$ cat src/rtl/dcache_arb2_pkg.sv
// Shared encodings for the data-side DCache port arbiter: FSM states,
// DCache op codes and the access-size codes used by the memory unit.
package dcache_arb2_pkg;

    typedef enum logic {
        ARB_IDLE = 1'b0,
        ARB_BUSY = 1'b1
    } arb_state_t;

    localparam logic DC_OP_READ  = 1'b0;
    localparam logic DC_OP_WRITE = 1'b1;

    localparam logic [3:0] MEM_BYTES_1 = 4'h1;
    localparam logic [3:0] MEM_BYTES_2 = 4'h2;
    localparam logic [3:0] MEM_BYTES_4 = 4'h4;
    localparam logic [3:0] MEM_BYTES_8 = 4'h8;

endpackage

$ cat src/rtl/arb_rr2.sv
// Combinational 2-way round-robin picker: a lone requester always wins,
// a tie goes to the requester named by pointer.
module arb_rr2 (
    input  logic [1:0] req,
    input  logic       pointer,
    output logic       valid,
    output logic       winner
);

    assign valid  = |req;
    assign winner = (&req) ? pointer : req[1];

endmodule

$ cat src/rtl/dcache_arb2.sv
// Two-requester arbiter in front of the single DCache port. Grants are
// round-robin, held for the whole req/ack transaction, command registered.
module dcache_arb2
    import dcache_arb2_pkg::*;
#(
    parameter int ADDR_W = 64,
    parameter int DATA_W = 64
) (
    input  logic              clk,
    input  logic              rst,

    input  logic              i_m0_req,
    input  logic [ADDR_W-1:0] i_m0_addr,
    input  logic              i_m0_op,
    input  logic [3:0]        i_m0_bytes,
    input  logic [DATA_W-1:0] i_m0_wdata,
    output logic              o_m0_ack,
    output logic [DATA_W-1:0] o_m0_rdata,

    input  logic              i_m1_req,
    input  logic [ADDR_W-1:0] i_m1_addr,
    input  logic              i_m1_op,
    input  logic [3:0]        i_m1_bytes,
    input  logic [DATA_W-1:0] i_m1_wdata,
    output logic              o_m1_ack,
    output logic [DATA_W-1:0] o_m1_rdata,

    output logic              o_dcache_req,
    output logic [ADDR_W-1:0] o_dcache_addr,
    output logic              o_dcache_op,
    output logic [3:0]        o_dcache_bytes,
    output logic [DATA_W-1:0] o_dcache_wdata,
    input  logic              i_dcache_ack,
    input  logic [DATA_W-1:0] i_dcache_rdata,

    output logic              o_busy,
    output logic              o_grant
);

    arb_state_t state;
    arb_state_t state_nxt;
    logic       rr_ptr;
    logic       pick_valid;
    logic       pick_winner;
    logic       load;
    logic       done;
    logic       ack_live;

    arb_rr2 u_pick (
        .req     ({i_m1_req, i_m0_req}),
        .pointer (rr_ptr),
        .valid   (pick_valid),
        .winner  (pick_winner)
    );

    always_comb begin
        // NOTE: every signal written here gets a default first; a path that
        // left one unassigned would make synthesis infer a latch.
        state_nxt = state;
        load      = 1'b0;
        done      = 1'b0;
        case (state)
            ARB_IDLE: begin
                if (pick_valid) begin
                    state_nxt = ARB_BUSY;
                    load      = 1'b1;
                end
            end
            ARB_BUSY: begin
                if (i_dcache_ack) begin
                    state_nxt = ARB_IDLE;
                    done      = 1'b1;
                end
            end
        endcase
    end

    // NOTE: sequential state uses non-blocking assignments so every register
    // samples pre-edge values regardless of statement order.
    always_ff @(posedge clk or posedge rst) begin
        if (rst) begin
            state <= ARB_IDLE;
        end else begin
            state <= state_nxt;
        end
    end

    always_ff @(posedge clk or posedge rst) begin
        if (rst) begin
            // NOTE: the command registers are reset too, so the DCache bus
            // never carries X even though it is only qualified by o_dcache_req.
            o_dcache_req   <= 1'b0;
            o_dcache_addr  <= '0;
            o_dcache_op    <= DC_OP_READ;
            o_dcache_bytes <= '0;
            o_dcache_wdata <= '0;
            o_grant        <= 1'b0;
            rr_ptr         <= 1'b0;
        end else if (load) begin
            o_dcache_req   <= 1'b1;
            o_grant        <= pick_winner;
            o_dcache_addr  <= pick_winner ? i_m1_addr  : i_m0_addr;
            o_dcache_op    <= pick_winner ? i_m1_op    : i_m0_op;
            o_dcache_bytes <= pick_winner ? i_m1_bytes : i_m0_bytes;
            o_dcache_wdata <= pick_winner ? i_m1_wdata : i_m0_wdata;
        end else if (done) begin
            o_dcache_req   <= 1'b0;
            rr_ptr         <= ~o_grant;
        end
    end

    // Completion is only meaningful while a transaction is in flight.
    assign ack_live   = (state == ARB_BUSY) && i_dcache_ack;
    assign o_m0_ack   = ack_live && !o_grant;
    assign o_m1_ack   = ack_live &&  o_grant;
    assign o_m0_rdata = o_m0_ack ? i_dcache_rdata : '0;
    assign o_m1_rdata = o_m1_ack ? i_dcache_rdata : '0;
    assign o_busy     = (state == ARB_BUSY);

endmodule

$ cat config.mk
export PLATFORM = sky130hd
export DESIGN_NAME = dcache_arb2
export DESIGN_NICKNAME = d
export VERILOG_FILES = /design/src/rtl/dcache_arb2_pkg.sv /design/src/rtl/arb_rr2.sv /design/src/rtl/dcache_arb2.sv
export SDC_FILE = /design/constraint.sdc
export NUM_CORES = 1
export LEC_CHECK = 0
export ABC_AREA = 1
export BUFFER_PORTS_ARGS = -buffer_cell sky130_fd_sc_hd__buf_2
export CORE_AREA = 2 2 233 235
export DETAILED_ROUTE_END_ITERATION = 8
export DIE_AREA = 0 0 235 237
export GPL_TIMING_DRIVEN = 0
export PLACE_DENSITY = 0.35
export SYNTH_ARGS = -nofsm -noshare
export SYNTH_HDL_FRONTEND = slang
export SYNTH_SLANG_ARGS = --single-unit
$ cat constraint.sdc
create_clock -name clk -period 4.3 [get_ports clk]
set_input_delay 0.215 -clock clk [delete_from_list [all_inputs] [get_ports clk]]
set_output_delay 0.215 -clock clk [all_outputs]
set_load 0.02 [all_outputs]
==> out/metrics.yaml <==
rsz0062_at_grt: "no"
worstPathRequired_ns: 4.09
startpoint_type: "flip-flop"
netlist_area_sq_um: 8510
worst-setup-path-type: "flip-flop to output pin"
synth_top_area_cell: "dfrtp_1"
hold_end: "o_dcache_wdata[36]"
synthArstFlopShare_pct: 100
syn_nets: 1700
synthFlopType: "dfrtp_1"
antenna_found_initial: 15
place_area_sq_um: 12400
seq_area_frac_synth_pct: 40.3
cts.clk_slew.worst_paths_ns: 0.07
grt_pass1_vias: 11106
drtIter0Drc: 384
synth.yosys.warnings: 0
h-tree-depth: 4
drtPass1Iterations: 4
hold_viol: 0
ff2ff_setup_slack_ns: 2.07
drv_cap: 0
vias: 10700
crit_top_cell: "nor2_1"
io_buffers: 599
hold_depth: 5
slew_headroom_pct: 59.1
num-nets-final: 2320
syn_inst: 1365
post_route_cells_drive_above_1_share_pct: 34.4
fin_util_pct: 24.5
p_leak_nw: 8.59
start_util_pct: 16.0
yosys.cell_types.count: 16
place_congestion: 1.01
wl_per_cell_microns: 19.6
synth_area_leaders: "dfrtp_1 40%, nand2_1 18%, nand3_1 16%"
cts_tree: "yes"
ys_ff_latch: 137
critPathArrivalTime_ns: 2.24
status: "complete, no violations"
vias_per_cell: 3.97
critPathCaptureType: "output pin"
clock.fmax_mhz: 408
synth_top_area_share_pct: 40.3
syn_to_final_growth_pct: 53.3
power_per_cell_area_nw_per_um2: 428
reg2regPathDepth: 8
ant_nets: 0
clock_skew_ns: 0.00954
cts.repair.resized: 0
fp.dieArea_sq_um: 55700
min_from: "i_m0_wdata[36]"
cts.sinks: 137
num_rows: 85
ir_worst_vdd_v: 0.000195
path_cells: "nand2_1, nor2_1, inv_2, buf_6, nor2_1, buf_2"
power_mw: 5.58
post-route-cell-area_sq_um: 13000
fill_cells: 6253
grt_first_pass_wirelength_microns: 75200
rr_endpoint: "o_dcache_wdata[43]"
hold_path_class: "input pin to flip-flop"
synth-edff-count: 0
crit_path_max_fanout: 10
timing.rr.start: "rr_ptr"
synthTopCellsByCount: "403 x nand2_1, 335 x inv_1, 266 x nand3_1, 137 x dfrtp_1, 131 x nor2_1"
coreArea_sq_um: 53300
synth.most_common_cell: "nand2_1"
finalCritPeriodShare_pct: 57.0
cts_buffer_depth: 2
slowest_stage: "dfrtp_1"
die_w_microns: 235
maxSlewViolCount: 0
regArea_sq_um: 3430
cts-root-buf: "clkbuf_16"
post-cts-setup-buffers: 0
syn-mean-instance-area_sq_um: 6.23
grt_max_degree: 81
grtUsageTotal_pct: 18.7
min_period_ns: 2.45
io_pins: 601
numCtsBuffers: 17
route.detailed.drc: 0
wirelength_microns: 53000
clk_latency_ns: 0.45
setup_viol: 0
multi_input_area_sq_um: 3370
hold_buffers: 1
cp_slowest_stage_delay_ns: 0.46
fp.dieH_microns: 237
tightestPinTransition_ns: 0.614
grt-ovfl-total: 0
dpl.hpwl_microns: 44300
layout make-up:
type	instances	share of cell area, %
plain buffers	84	3.37
flip-flops and latches	137	26.3
clock buffers	26	4.06
diodes	5	0.0959
inverters	338	9.78
repair buffers	601	23.3
multi-input cells	806	25.9
clock inverters	5	0.633
well taps	696	6.67
logic make-up (layout without fill, tap and decap cells):
family | count (synthesis) | count (layout) | synth area share [%]
AND/OR/NAND/NOR | 803 | 803 | 39.5
buffers and inverters | 422 | 1054 | 20.1
flip-flops | 137 | 137 | 40.3
AO/OA/AOI/OAI | 3 | 3 | 0.176
other | 0 | 5 | 0
where the power goes:
group	internal [mW]	total, mW	switching, mW	leakage (nW)
clock network	0.960	1.58	0.622	0.291
registers	1.61	1.78	0.178	1.67
logic	0.685	2.21	1.53	6.63
total	3.25	5.58	2.33	8.59
critical path, delay by kind of cell (launching register included):
| kind | cells | cell delay (ns) |
|---|---|---|
| AND/OR/NAND/NOR | 3 | 0.74 |
| buffers and inverters | 3 | 0.60 |
| flip-flops | 1 | 0.46 |
state kept, by name, summed over array words and instances (netlist names):
name            count
rr_ptr              1
o_grant             1
o_dcache_bytes      4
o_dcache_wdata     64
o_dcache_addr      64
o_dcache_req        1
o_dcache_op         1
o_busy              1
worst max path at each step:
stage,slack (ns),startpoint,cells past startpoint,endpoint
3_5_place_dp,1.90,rr_ptr,8,o_dcache_wdata[43]
5_1_grt,1.79,o_busy,6,o_m1_rdata[41]
6_report,1.85,o_busy,6,o_m1_rdata[41]
4_1_cts,1.83,o_busy,6,o_m0_rdata[4]
3_3_place_gp,-2.15,rst,2,o_dcache_addr[0]
2_1_floorplan,0.42,rst,1,o_busy
cells in the final DEF, fill, tap and decap left out, drive strengths merged:
| cell type | instances |
|---|---|
| o21ai | 2 |
| buf | 663 |
| dfrtp | 137 |
| nand2 | 404 |
| diode | 5 |
| dlygate4sd3 | 1 |
| clkinvlp | 3 |
| nor2 | 133 |
| bufinv | 2 |
| nand3 | 266 |
| inv | 338 |
| a21oi | 1 |
| clkbuf | 47 |
metal layers:
metal  GRT usage, %  part of all wire, %  vias to the layer above
met5              0                 0.24                        -
met4           7.59                  3.5                       20
met3           5.72                  6.8                       63
met2           36.0                   54                      383
met1           18.5                   35                     5006
li1               -                    -                     5228
through the flow:
stage / setup slack [ns] / setup TNS [ns] / hold slack (ns) / instances
4_1_cts: 1.83 / 0 / 0.0195 / 2693
3_3_place_gp: -2.15 / -291.27 / 0.461 / 2660
5_1_grt: 1.79 / 0 / 0.0501 / 2696
3_5_place_dp: 1.90 / 0 / 0.287 / 2661
2_1_floorplan: 0.417 / 0 / 0.388 / 1365
6_report: 1.85 / 0 / 0.0621 / 2698
Power figures use the tool's default switching activity.
